`config.mk`:
```
export PLATFORM = sky130hd
export DESIGN_NAME = addsub_selftest_4bit
export DESIGN_NICKNAME = d
export VERILOG_FILES = /design/src/rtl/addsub_selftest_4bit.sv
export SDC_FILE = /design/constraint.sdc
export NUM_CORES = 1
export LEC_CHECK = 0
export CAP_MARGIN = 25
export CORE_ASPECT_RATIO = 1.25
export CORE_UTILIZATION = 25
export CTS_BUF_LIST = sky130_fd_sc_hd__clkbuf_8 sky130_fd_sc_hd__clkbuf_16
export CTS_CLUSTER_DIAMETER = 60
export DETAILED_ROUTE_END_ITERATION = 10
export GPL_ROUTABILITY_DRIVEN = 0
export GPL_TIMING_DRIVEN = 0
export HOLD_SLACK_MARGIN = 0.05
export PLACE_DENSITY_LB_ADDON = 0.25
export SYNTH_ARGS = -nofsm -noshare
export SYNTH_HDL_FRONTEND = slang
export SYNTH_SLANG_ARGS = --single-unit
```
`constraint.sdc`:
```
create_clock -name clk -period 2.8 [get_ports clk]
set_clock_uncertainty 0.15 [all_clocks]
set_input_delay 0.56 -clock clk [delete_from_list [all_inputs] [get_ports clk]]
set_output_delay 0.56 -clock clk [all_outputs]
set_load 0.05 [all_outputs]
```
`src/rtl/addsub_selftest_4bit.sv`:
```
// Self-test engine for a 4-bit adder-subtractor: walks all 512 {sel,a,b} vectors and checks each
// response against a built-in golden model. Optional ADDSUB_STOP_ON_FAIL_EN ends the run at the first mismatch.
module addsub_selftest_4bit #(
  parameter int SETTLE_CYCLES = 2
) (
  input  logic       clk,
  input  logic       reset,
  input  logic       start,
  output logic [3:0] a_out,
  output logic [3:0] b_out,
  output logic       sel_out,
  input  logic [3:0] sum_in,
  input  logic       carry_in,
  input  logic       overflow_in,
  output logic       busy,
  output logic       done,
  output logic       pass,
  output logic [9:0] err_count,
  output logic       fail_valid,
  output logic [8:0] fail_vec
);

  localparam int CNT_W = (SETTLE_CYCLES > 1) ? $clog2(SETTLE_CYCLES) : 1;
  localparam logic [CNT_W-1:0] CNT_RELOAD = CNT_W'(SETTLE_CYCLES - 1);
  localparam logic [8:0] IDX_LAST = 9'd511;

  typedef enum logic [1:0] {
    IDLE   = 2'd0,
    SETTLE = 2'd1,
    CHECK  = 2'd2,
    DONE   = 2'd3
  } state_t;

  state_t           state_q, state_d;
  logic [8:0]       idx_q, idx_d;
  logic [CNT_W-1:0] cnt_q, cnt_d;
  logic [9:0]       err_q, err_d;
  logic             fail_valid_q, fail_valid_d;
  logic [8:0]       fail_vec_q, fail_vec_d;

  logic [3:0] gold_a;
  logic [3:0] gold_b;
  logic [4:0] gold_res;
  logic       gold_ov;
  logic       mismatch;
  logic       stop_run;

  // Golden model evaluated on the vector currently being driven out.
  always_comb begin
    gold_a = idx_q[7:4];
    gold_b = idx_q[3:0];
    if (idx_q[8]) begin
      gold_res = {1'b0, gold_a} + {1'b0, ~gold_b} + 5'd1;
      gold_ov  = (gold_a[3] != gold_b[3]) && (gold_res[3] != gold_a[3]);
    end else begin
      gold_res = {1'b0, gold_a} + {1'b0, gold_b};
      gold_ov  = (gold_a[3] == gold_b[3]) && (gold_res[3] != gold_a[3]);
    end
    mismatch = (sum_in != gold_res[3:0]) || (carry_in != gold_res[4]) ||
               (overflow_in != gold_ov);
  end

`ifdef ADDSUB_STOP_ON_FAIL_EN
  assign stop_run = mismatch;
`else
  assign stop_run = 1'b0;
`endif

  always_comb begin
    state_d      = state_q;
    idx_d        = idx_q;
    cnt_d        = cnt_q;
    err_d        = err_q;
    fail_valid_d = fail_valid_q;
    fail_vec_d   = fail_vec_q;
    case (state_q)
      IDLE, DONE: begin
        if (start) begin
          state_d      = SETTLE;
          idx_d        = 9'd0;
          cnt_d        = CNT_RELOAD;
          err_d        = 10'd0;
          fail_valid_d = 1'b0;
          fail_vec_d   = 9'd0;
        end
      end
      SETTLE: begin
        if (cnt_q == '0) begin
          state_d = CHECK;
        end else begin
          cnt_d = cnt_q - CNT_W'(1);
        end
      end
      CHECK: begin
        if (mismatch) begin
          err_d = err_q + 10'd1;
          if (!fail_valid_q) begin
            fail_valid_d = 1'b1;
            fail_vec_d   = idx_q;
          end
        end
        // Terminal test on 511 so the 9-bit index never wraps back to vector 0.
        if ((idx_q == IDX_LAST) || stop_run) begin
          state_d = DONE;
        end else begin
          idx_d   = idx_q + 9'd1;
          cnt_d   = CNT_RELOAD;
          state_d = SETTLE;
        end
      end
      default: state_d = IDLE;
    endcase
  end

  always_ff @(posedge clk or posedge reset) begin
    if (reset) begin
      state_q      <= IDLE;
      idx_q        <= 9'd0;
      cnt_q        <= '0;
      err_q        <= 10'd0;
      fail_valid_q <= 1'b0;
      fail_vec_q   <= 9'd0;
    end else begin
      state_q      <= state_d;
      idx_q        <= idx_d;
      cnt_q        <= cnt_d;
      err_q        <= err_d;
      fail_valid_q <= fail_valid_d;
      fail_vec_q   <= fail_vec_d;
    end
  end

  assign a_out      = idx_q[7:4];
  assign b_out      = idx_q[3:0];
  assign sel_out    = idx_q[8];
  assign busy       = (state_q == SETTLE) || (state_q == CHECK);
  assign done       = (state_q == DONE);
  assign pass       = (state_q == DONE) && (err_q == 10'd0);
  assign err_count  = err_q;
  assign fail_valid = fail_valid_q;
  assign fail_vec   = fail_vec_q;

endmodule

```
==> results of run 1 <==
-- stage by stage --
| stage | power (mW) | std cells | hold WS, ns | util | setup TNS, ns |
|---|---|---|---|---|---|
| floorplan | 1.21 | 239 | 0.372 | - | 0 |
| global placement | 1.45 | 376 | 0.360 | 0.330 | -1.31 |
| detailed placement | 1.45 | 377 | 0.367 | 0.334 | -1.83 |
| CTS | 1.99 | 388 | 0.378 | 0.354 | -0.236 |
| global route | 2.13 | 396 | 0.393 | 0.372 | -0.608 |
| finish | 2.01 | 396 | 0.372 | 0.372 | 0 |
-- final cells by class --
| type | count | area, sq um |
|---|---|---|
| Multi-Input combinational cell | 170 | 1360 |
| Sequential cell | 32 | 812 |
| Buffer | 8 | 52.6 |
| Clock buffer | 7 | 96.3 |
| Tap cell | 97 | 121 |
| Timing Repair Buffer | 53 | 519 |
| Clock inverter | 1 | 30.0 |
| Inverter | 28 | 105 |
| Fill cell | 866 | 5240 |
-- worst max-delay path by stage --
stage                     slack (ns)  cells past startpoint                        to            startpoint
after floorplan                0.004                     11  err_count[3]$_DFFE_PP0P_  idx_q[4]$_DFFE_PP0P_
after global placement         -0.11                     11   fail_vec[7]$_DFFE_PP0P_  idx_q[0]$_DFFE_PP0P_
after detailed placement       -0.15                     11   fail_vec[1]$_DFFE_PP0P_  idx_q[0]$_DFFE_PP0P_
after CTS                      -0.06                     11  err_count[3]$_DFFE_PP0P_  idx_q[0]$_DFFE_PP0P_
after global routing           -0.10                     11  err_count[3]$_DFFE_PP0P_  idx_q[0]$_DFFE_PP0P_
final                           0.01                     10  err_count[3]$_DFFE_PP0P_  idx_q[0]$_DFFE_PP0P_
-- worst max-delay path: stages, from the launching register on --
cell and delay, ns:
dfrtp_4 0.52, ha_4 0.18, fa_2 0.33, nand3b_1 0.15, and4b_1 0.21, o21a_1 0.20
nor3_2 0.24, nand4_4 0.16, buf_6 0.18, nor4b_4 0.12, a211o_1 0.23
-- state kept, by name, summed over array words and instances (netlist names) --
signal / count
err_count: 10
fail_vec: 9
cnt_q: 1
idx_q: 9
state_q: 2
fail_valid: 1
-- cells in the mapped netlist (all sizes together), types with 2 or more instances --
library cell and number:
dfrtp 32, nand2 30, inv 28, ha 16, nand3 15, mux2i 13, nor2 13, and3 11
a21oi 8, nor3 6, xnor2 6, a211o 5, buf 5, nand4 5, xor2 5, clkbuf 4
nor4b 4, o21ai 4, o221ai 3, fa 2, nand2b 2, nor2b 2, o21a 2, o22ai 2
or2 2
-- cells by family (layout without fill, tap and decap cells) --
kind of cell / Yosys count / after routing
xor+xnor: 11 / 11
fa+ha+maj: 18 / 18
buf+inv: 37 / 97
flops: 32 / 32
compound gates: 31 / 31
simple gates: 96 / 96
mux: 14 / 14
-- per-layer routing --
metal,up-vias,GRT usage,share of wire
met4,0,0.0464,0.011
met2,32,0.211,0.47
met5,-,0,0
met3,5,0.0202,0.029
met1,913,0.170,0.49
li1,943,-,-
-- power breakdown --
part | switching, mW | leakage [nW] | total [mW] | internal, mW
logic | 0.591 | 0.860 | 0.949 | 0.358
registers | 0.0511 | 0.427 | 0.562 | 0.510
clock network | 0.188 | 0.0645 | 0.502 | 0.314
total | 0.830 | 1.35 | 2.01 | 1.18
-- repair_timing --
item / in CTS / in global routing
pin swaps: 1 / 3
hold buffers: 0 / 0
gates resized for setup: 8 / 15
setup buffers: 3 / 9
hold endpoints to repair: 0 / 0
endpoints found under the setup margin: 21 / 22
==> impl_metrics.yaml, run 1 <==
cts:
  cts_buffers: 5
  cts_sinks: 32
  clk_pin_slew_ns: 0.08
  htree_levels: 2
  cts.root.buffer_cell: "clkbuf_8"
  insertion_delay_ns: 0.29
  clockBufferDepth: 2
  cts_tree: "done"
synthesis:
  synthTopCellsByArea: "dfrtp_1 (37%), ha_1 (9.2%), mux2i_1 (6.0%), nand2_1 (5.2%), inv_1 (4.8%)"
  synth_top_cell_by_area: "dfrtp_1"
  syn_avg_cell_area_sq_um: 9.08
  synth_top_family_by_area: "simple AND/OR/NAND/NOR gates"
  synthAdderAreaFrac: 0.111
  syn_area_sq_um: 2170
  ys_seq_elements: 32
  syn_inst: 239
  synthMuxAreaShare: 0.0652
  yosysSeqAreaShare: 0.369
  yosysUniqueCellTypes: 42
  synth_xor_area_frac: 0.0444
  synth_simple_gate_area_frac: 0.232
  yosysTopAreaCellShare: 0.369
  synth-main-ff-cell: "dfrtp_1"
  ys_async_sr_fraction: 1.00
  yosysWarningCount: 0
  synth-edff-count: 0
  synth_compound_area_frac: 0.109
  synth_fp_nets: 266
timing:
  post-route-period-util: 0.996
  finalSetupViolCount: 0
  rsz0062_at_grt: "yes"
  worst_pin_slew_ns: 0.811
  slew_viol_final: 0
  fmax_ghz: 0.359
  hold_violations: 0
  setup_slack_ns: 0.0119
  fin_crit_ns: 2.79
  slew-limit-headroom: 0.459
worst_setup_path:
  r2r_start: "idx_q[0]$_DFFE_PP0P_"
  crit_type: "register to register"
  cp.required_ns: 2.84
  crit_fanout: 7
  r2r_slack_ns: 0.01
  arrival_ns: 2.82
  cp-start-kind: "register"
  end_kind: "register"
  reg2regPathDepth: 10
  r2r_end: "err_count[3]$_DFFE_PP0P_"
floorplan:
  row_count: 37
  core_area_sq_um: 8330
  ios: 41
  die_h_microns: 106
  die_w_microns: 85.3
  start_util: 0.260
  dieArea_sq_um: 9060
route:
  ant_nets: 0
  wl_microns: 5680
  first_pass_iters: 4
  routed_via_density: 4.78
  drtIter0Drc: 48
  drc: 0
  vias: 1893
  routedWlPerCell_microns: 14.3
global_route:
  grt_max_degree: 19
  grt_pass1_wl_microns: 9200
  grt_antenna_before_repair: 0
  grt_util_all_layers: 0.128
  grt_pass1_vias: 1841
  grt_overflow: 0
pwr:
  powerDensity_nw_per_um2: 650
  ir_drop_mv: 0.342
  leakagePower_nw: 1.35
run_status:
  outcome: "finished clean"
final_layout:
  drive_above_1_share: 0.217
  fin_nets: 325
  diodes: 0
  syn2layout_area_growth_pct: 42.8
  finalInstanceArea_sq_um: 3100
  layout_common_cells: "clkdlybuf4s50_1 (38), nand2_1 (30), dfrtp_1 (25)"
  final_common_cell: "clkdlybuf4s50_1"
placement:
  dp_slack_ns: -0.149
  dpl_cell_area_sq_um: 2780
  hpwl_microns: 4040
  portBuffers: 40
min_path:
  min-delay-start: "fail_vec[2]$_DFFE_PP0P_"
  min_path_cells: 2
  min_path_type: "register to register"
  hold_end: "fail_vec[2]$_DFFE_PP0P_"
run:
  maxCapViolations: 0
(Power assumes the default switching activity.)
==> run 2: changes to the inputs <==
--- a/config.mk
+++ b/config.mk
@@ -11,8 +11,8 @@
 export CTS_BUF_LIST = sky130_fd_sc_hd__clkbuf_8 sky130_fd_sc_hd__clkbuf_16
 export CTS_CLUSTER_DIAMETER = 60
 export DETAILED_ROUTE_END_ITERATION = 10
+export DONT_BUFFER_PORTS = 1
 export GPL_ROUTABILITY_DRIVEN = 0
-export GPL_TIMING_DRIVEN = 0
 export HOLD_SLACK_MARGIN = 0.05
 export PLACE_DENSITY_LB_ADDON = 0.25
 export SYNTH_ARGS = -nofsm -noshare
==> constraint.sdc (replaced) <==
create_clock -name clk -period 2.8 [get_ports clk]
set_clock_uncertainty 0.15 [all_clocks]
set_input_delay 0.84 -clock clk [delete_from_list [all_inputs] [get_ports clk]]
set_output_delay 0.84 -clock clk [all_outputs]
set_load 0.05 [all_outputs]
==> run 2 against run 1 <==
  * Combinational power fell by 1%
  * Utilization is 3.9 points lower
  * Sequential share of layout area is 3.0 points higher
  * Worst setup slack better by 0.0054 ns
  * Count of clock-buffer cells in the layout is 2 lower
  * Register-to-register slack about the same
  * Sequential power increased by 2%
  * Flip-flop and latch count unchanged
  * Largest cell class unchanged
==> impl_metrics.yaml, run 2 (same netlist as run 1, synthesis figures left out) <==
final_layout:
  syn2layout_area_growth_pct: 27.9
  n_fill_cell: 895
  diodes: 0
  fin_nets: 300
  layout_common_cells: "buf_4 (32), nand2_1 (30), inv_1 (25), dfrtp_1 (25)"
  final_cells: 371
  drive_above_1_share: 0.292
  largest_reg_flops: 10
  multi_input_area_sq_um: 1350
  final_common_cell: "buf_4"
  finalInstanceArea_sq_um: 2780
  postLayoutCoreUtil: 0.333
  layout.area.seq_sq_um: 812
worst_setup_path:
  arrival_ns: 2.80
  crit_type: "register to register"
  crit_fanout: 8
  reg2regPathDepth: 10
  cp-start-kind: "register"
  cp.required_ns: 2.82
  end_kind: "register"
pwr:
  clock_power_share: 0.184
  powerDensity_nw_per_um2: 669
  pwr-share-comb: 0.505
  p_sw_frac: 0.439
  leakagePower_nw: 1.28
  internal_power_mw: 1.04
  p_sw_mw: 0.815
  ir_drop_mv: 0.393
  seq_power_share: 0.310
route:
  drc: 0
  drtIter0Drc: 59
  routed_via_density: 5.01
  routedWlPerCell_microns: 15.5
  vias: 1857
  first_pass_iters: 4
  wl_microns: 5750
  ant_nets: 0
timing:
  slew-limit-headroom: 0.615
  fin_crit_ns: 2.78
  slew_viol_final: 0
  tns_ns: 0
  fmax_ghz: 0.359
  post-route-period-util: 0.994
  finalSetupViolCount: 0
  holdWs_ns: 0.386
  hold_violations: 0
  rsz0062_at_grt: "yes"
  worst_pin_slew_ns: 0.578
global_route:
  grtUsageMet2: 0.235
  grt_pass1_vias: 1857
  use_met1: 0.155
  grt_overflow: 0
  grt_antenna_before_repair: 0
  grt_pass1_wl_microns: 9380
  met3_usage: 0.0404
  grt.busiest_layer: "met2"
  grt_max_degree: 33
  grt_util_all_layers: 0.134
cts:
  clk_pin_slew_ns: 0.07
  cts.root.buffer_cell: "clkbuf_8"
  cts_buffers: 5
  insertion_delay_ns: 0.29
  cts_sinks: 32
  cts_tree: "done"
  clockBufferDepth: 2
  htree_levels: 2
placement:
  dpl_cell_area_sq_um: 2600
  dp.cells: 361
  hpwl_microns: 4370
  portBuffers: 0
floorplan:
  ios: 41
  die_w_microns: 85.3
  die_h_microns: 106
  start_util: 0.260
  dieArea_sq_um: 9060
  core_area_sq_um: 8330
  row_count: 37
run_status:
  outcome: "finished clean"
min_path:
  min_path_type: "input pin to async pin"
run:
  maxCapViolations: 0
## run 2: cell type report
class / instances / share of cell area
Multi-Input combinational cell: 170 / 0.487
Sequential cell: 32 / 0.293
Timing Repair Buffer: 36 / 0.109
Tap cell: 97 / 0.0437
Inverter: 28 / 0.0379
Clock buffer: 5 / 0.0248
Clock inverter: 3 / 0.00451
## run 2: worst paths after layout
kind	from	slack [ns]	endpoint
min in group clk	idx_q[5]$_DFFE_PP0P_	0.44	fail_vec[5]$_DFFE_PP0P_
worst min register to register	idx_q[5]$_DFFE_PP0P_	0.44	fail_vec[5]$_DFFE_PP0P_
worst min-delay path	reset	0.39	err_count[2]$_DFFE_PP0P_
worst max register to register	idx_q[0]$_DFFE_PP0P_	0.02	err_count[7]$_DFFE_PP0P_
max in group asynchronous	reset	1.76	idx_q[0]$_DFFE_PP0P_
worst max-delay path	idx_q[0]$_DFFE_PP0P_	0.02	err_count[7]$_DFFE_PP0P_
## run 2: per-layer routing
layer  vias to the layer above  share of wire
li1                        890              -
met1                       906           0.43
met2                        56           0.50
met3                         5          0.059
met4                         0          0.011
met5                         -              0
## run 2: what timing repair did
item | CTS | global route
resized for setup | 3 | 13
setup endpoints to repair | 10 | 20
pin swaps | 0 | 1
buffers inserted | 2 | 0
hold buffers | 0 | 0
## run 2: power by group through the flow
stage	sequential (mW)	combinational, mW	clock, mW
final	0.576	0.938	0.342
after CTS	0.576	0.921	0.354
after detailed placement	0.584	0.900	0
after global placement	0.584	0.900	0
after global routing	0.584	1.02	0.368
after floorplan	0.648	0.563	0
## run 2: metrics by stage
| stage | worst slack [ns] | total power [mW] |
|---|---|---|
| 2_1_floorplan | 0.00429 | 1.21 |
| 3_3_place_gp | -0.00772 | 1.48 |
| 3_5_place_dp | -0.0672 | 1.48 |
| 4_1_cts | -0.00649 | 1.85 |
| 5_1_grt | -0.113 | 1.98 |
| 6_report | 0.0173 | 1.86 |
## run 2: worst max-delay path: stages, from the launching register on
cell and delay [ns]:
dfrtp_4 0.51, ha_4 0.17, inv_2 0.05, fa_1 0.41, mux2i_2 0.19, xnor2_1 0.15, o2111ai_1 0.14, nor3_2 0.21
nand4_4 0.19, nor4b_2 0.22, a211o_1 0.28
==> run 3: changes to the inputs <==
--- a/config.mk
+++ b/config.mk
@@ -7,7 +7,7 @@
 export LEC_CHECK = 0
 export CAP_MARGIN = 25
 export CORE_ASPECT_RATIO = 1.25
-export CORE_UTILIZATION = 25
+export CORE_UTILIZATION = 55
 export CTS_BUF_LIST = sky130_fd_sc_hd__clkbuf_8 sky130_fd_sc_hd__clkbuf_16
 export CTS_CLUSTER_DIAMETER = 60
 export DETAILED_ROUTE_END_ITERATION = 10
==> constraint.sdc (replaced) <==
create_clock -name clk -period 3.1 [get_ports clk]
set_clock_uncertainty 0.15 [all_clocks]
set_input_delay 0.93 -clock clk [delete_from_list [all_inputs] [get_ports clk]]
set_output_delay 0.93 -clock clk [all_outputs]
set_load 0.05 [all_outputs]
==> run 3 against run 2 <==
  * Final cell count decreased by 15%
  * First-iteration DRC count up 93%
  * Global-route usage up 12 points
  * Die area is 54% lower
  * Hold slack better by 0.025 ns
  * Count of clock-buffer cells in the layout is 1 higher
  * Via count decreased by 5.3%
  * Sequential share of layout area is 3.1 points higher
  * Non-clock buffer count decreased by 12
  * Worst setup slack improved by 0.20 ns
  * Utilization grew 32 points
  * Critical endpoint unchanged
  * Largest power group unchanged
==> impl_metrics.yaml, run 3 (same netlist as run 1, synthesis figures left out) <==
worst_setup_path:
  cp.required_ns: 3.12
  arrival_ns: 2.91
  setup.worst_path.start: "idx_q[2]$_DFFE_PP0P_"
  slowest_delay_ns: 0.49
  crit_chain: "inv_1, ha_1, nand2_1, o21a_1, or4b_4, a31o_1, nand4_2, buf_4, buf_4, o211ai_4, a211o_1"
  r2r_start: "idx_q[2]$_DFFE_PP0P_"
  crit_fanout: 10
  end_kind: "register"
  cp-start-kind: "register"
  crit_top_cell: "buf_4"
  crit_type: "register to register"
  slowest_stage: "or4b_4"
final_layout:
  drive_above_1_share: 0.168
  n_fill_cell: 332
  fin_nets: 288
  largest_reg_flops: 10
  final_common_cell: "nand2_1"
  layout_common_cells: "nand2_1 (30), dfrtp_1 (29), inv_1 (28)"
  finalInstanceArea_sq_um: 2490
  diodes: 0
  postLayoutCoreUtil: 0.657
  syn2layout_area_growth_pct: 14.6
global_route:
  grt_util_all_layers: 0.255
  grt_pass1_wl_microns: 7940
  grt_pass1_vias: 1684
  grt_overflow: 0
  grt_antenna_before_repair: 0
  grt_max_degree: 34
run_status:
  outcome: "finished clean"
route:
  highest_layer: "met4"
  drtIter0Drc: 114
  first_pass_iters: 5
  ant_nets: 0
  routedWlPerCell_microns: 15.2
  vias: 1759
  wl_microns: 4790
  route.met2.wl_microns: 2440
  routed_via_density: 5.57
  dr_wl_met3_microns: 321
  met1Wirelength_microns: 1930
  drc: 0
placement:
  dpl_cell_area_sq_um: 2380
  hpwl_microns: 3650
  portBuffers: 0
cts:
  postCtsSetupRepairBufs: 0
  cts.root.buffer_cell: "clkbuf_8"
  postCtsHoldBufs: 0
  ctsResizeCount: 0
  clockBufferDepth: 2
  htree_levels: 2
  cts_sinks: 32
  clk_pin_slew_ns: 0.07
  cts_tree: "done"
  insertion_delay_ns: 0.29
  cts_buffers: 5
timing:
  hold_violations: 0
  slew-limit-headroom: 0.440
  rsz0062_at_grt: "no"
  fin_crit_ns: 2.88
  slew_viol_final: 0
  worst_pin_slew_ns: 0.839
  finalSetupViolCount: 0
  fmax_ghz: 0.347
  post-route-period-util: 0.930
floorplan:
  ios: 41
  die_h_microns: 72.2
  row_count: 25
  die_w_microns: 58.2
  dieArea_sq_um: 4200
  core_area_sq_um: 3780
  start_util: 0.573
pwr:
  finalPower_mw: 1.57
  leakagePower_nw: 1.20
  ir_drop_mv: 0.358
  powerDensity_nw_per_um2: 633
min_path:
  min-delay-start: "err_count[0]$_DFFE_PP0P_"
  min_path_type: "register to register"
run:
  maxCapViolations: 0
run 3: path summary, 6_finish.rpt:
| path | to | slack, ns | depth (start not counted) |
|---|---|---|---|
| max | err_count[7]$_DFFE_PP0P_ | 0.22 | 11 |
| min | err_count[0]$_DFFE_PP0P_ | 0.41 | 2 |
| max reg2reg | err_count[7]$_DFFE_PP0P_ | 0.22 | 11 |
| min reg2reg | err_count[0]$_DFFE_PP0P_ | 0.41 | 2 |
| max in group asynchronous | err_count[5]$_DFFE_PP0P_ | 1.62 | 2 |
| min in group asynchronous | fail_vec[8]$_DFFE_PP0P_ | 0.55 | 1 |
run 3: critical path: cells and delay by family, from the launching register on:
family          cells  cell delay, ns
compound gates      4            0.86
simple gates        3            0.66
fa+ha+maj           1            0.40
buf+inv             3            0.36
flops               1            0.35
run 3: report_power, final:
part	internal [mW]	switching, mW
clock	0.177	0.158
combinational	0.254	0.474
sequential	0.458	0.0534
run 3: area by class of cell:
cell class | count | area, sq um | share of cell area
clock inverters | 2 | 10.0 | 0.00403
clock buffers | 6 | 82.6 | 0.0332
repair buffers | 24 | 193 | 0.0775
well taps | 54 | 67.6 | 0.0272
flip-flops and latches | 32 | 805 | 0.324
inverters | 28 | 105 | 0.0423
multi-input cells | 170 | 1220 | 0.492
run 3: metrics by stage:
stage	std cells	TNS, ns	hold slack, ns	setup WS (ns)
2_1_floorplan	239	-0.0227	0.372	-0.0227
3_3_place_gp	306	0	0.398	0.167
3_5_place_dp	306	0	0.410	0.0706
4_1_cts	314	0	0.420	0.0290
5_1_grt	316	0	0.457	0.0126
6_report	316	0	0.411	0.216
run 3: per-layer routing:
metal / GRT usage / vias up
li1: - / 867
met2: 0.424 / 51
met4: 0.127 / 0
met3: 0.0766 / 10
met1: 0.296 / 831
met5: 0 / -
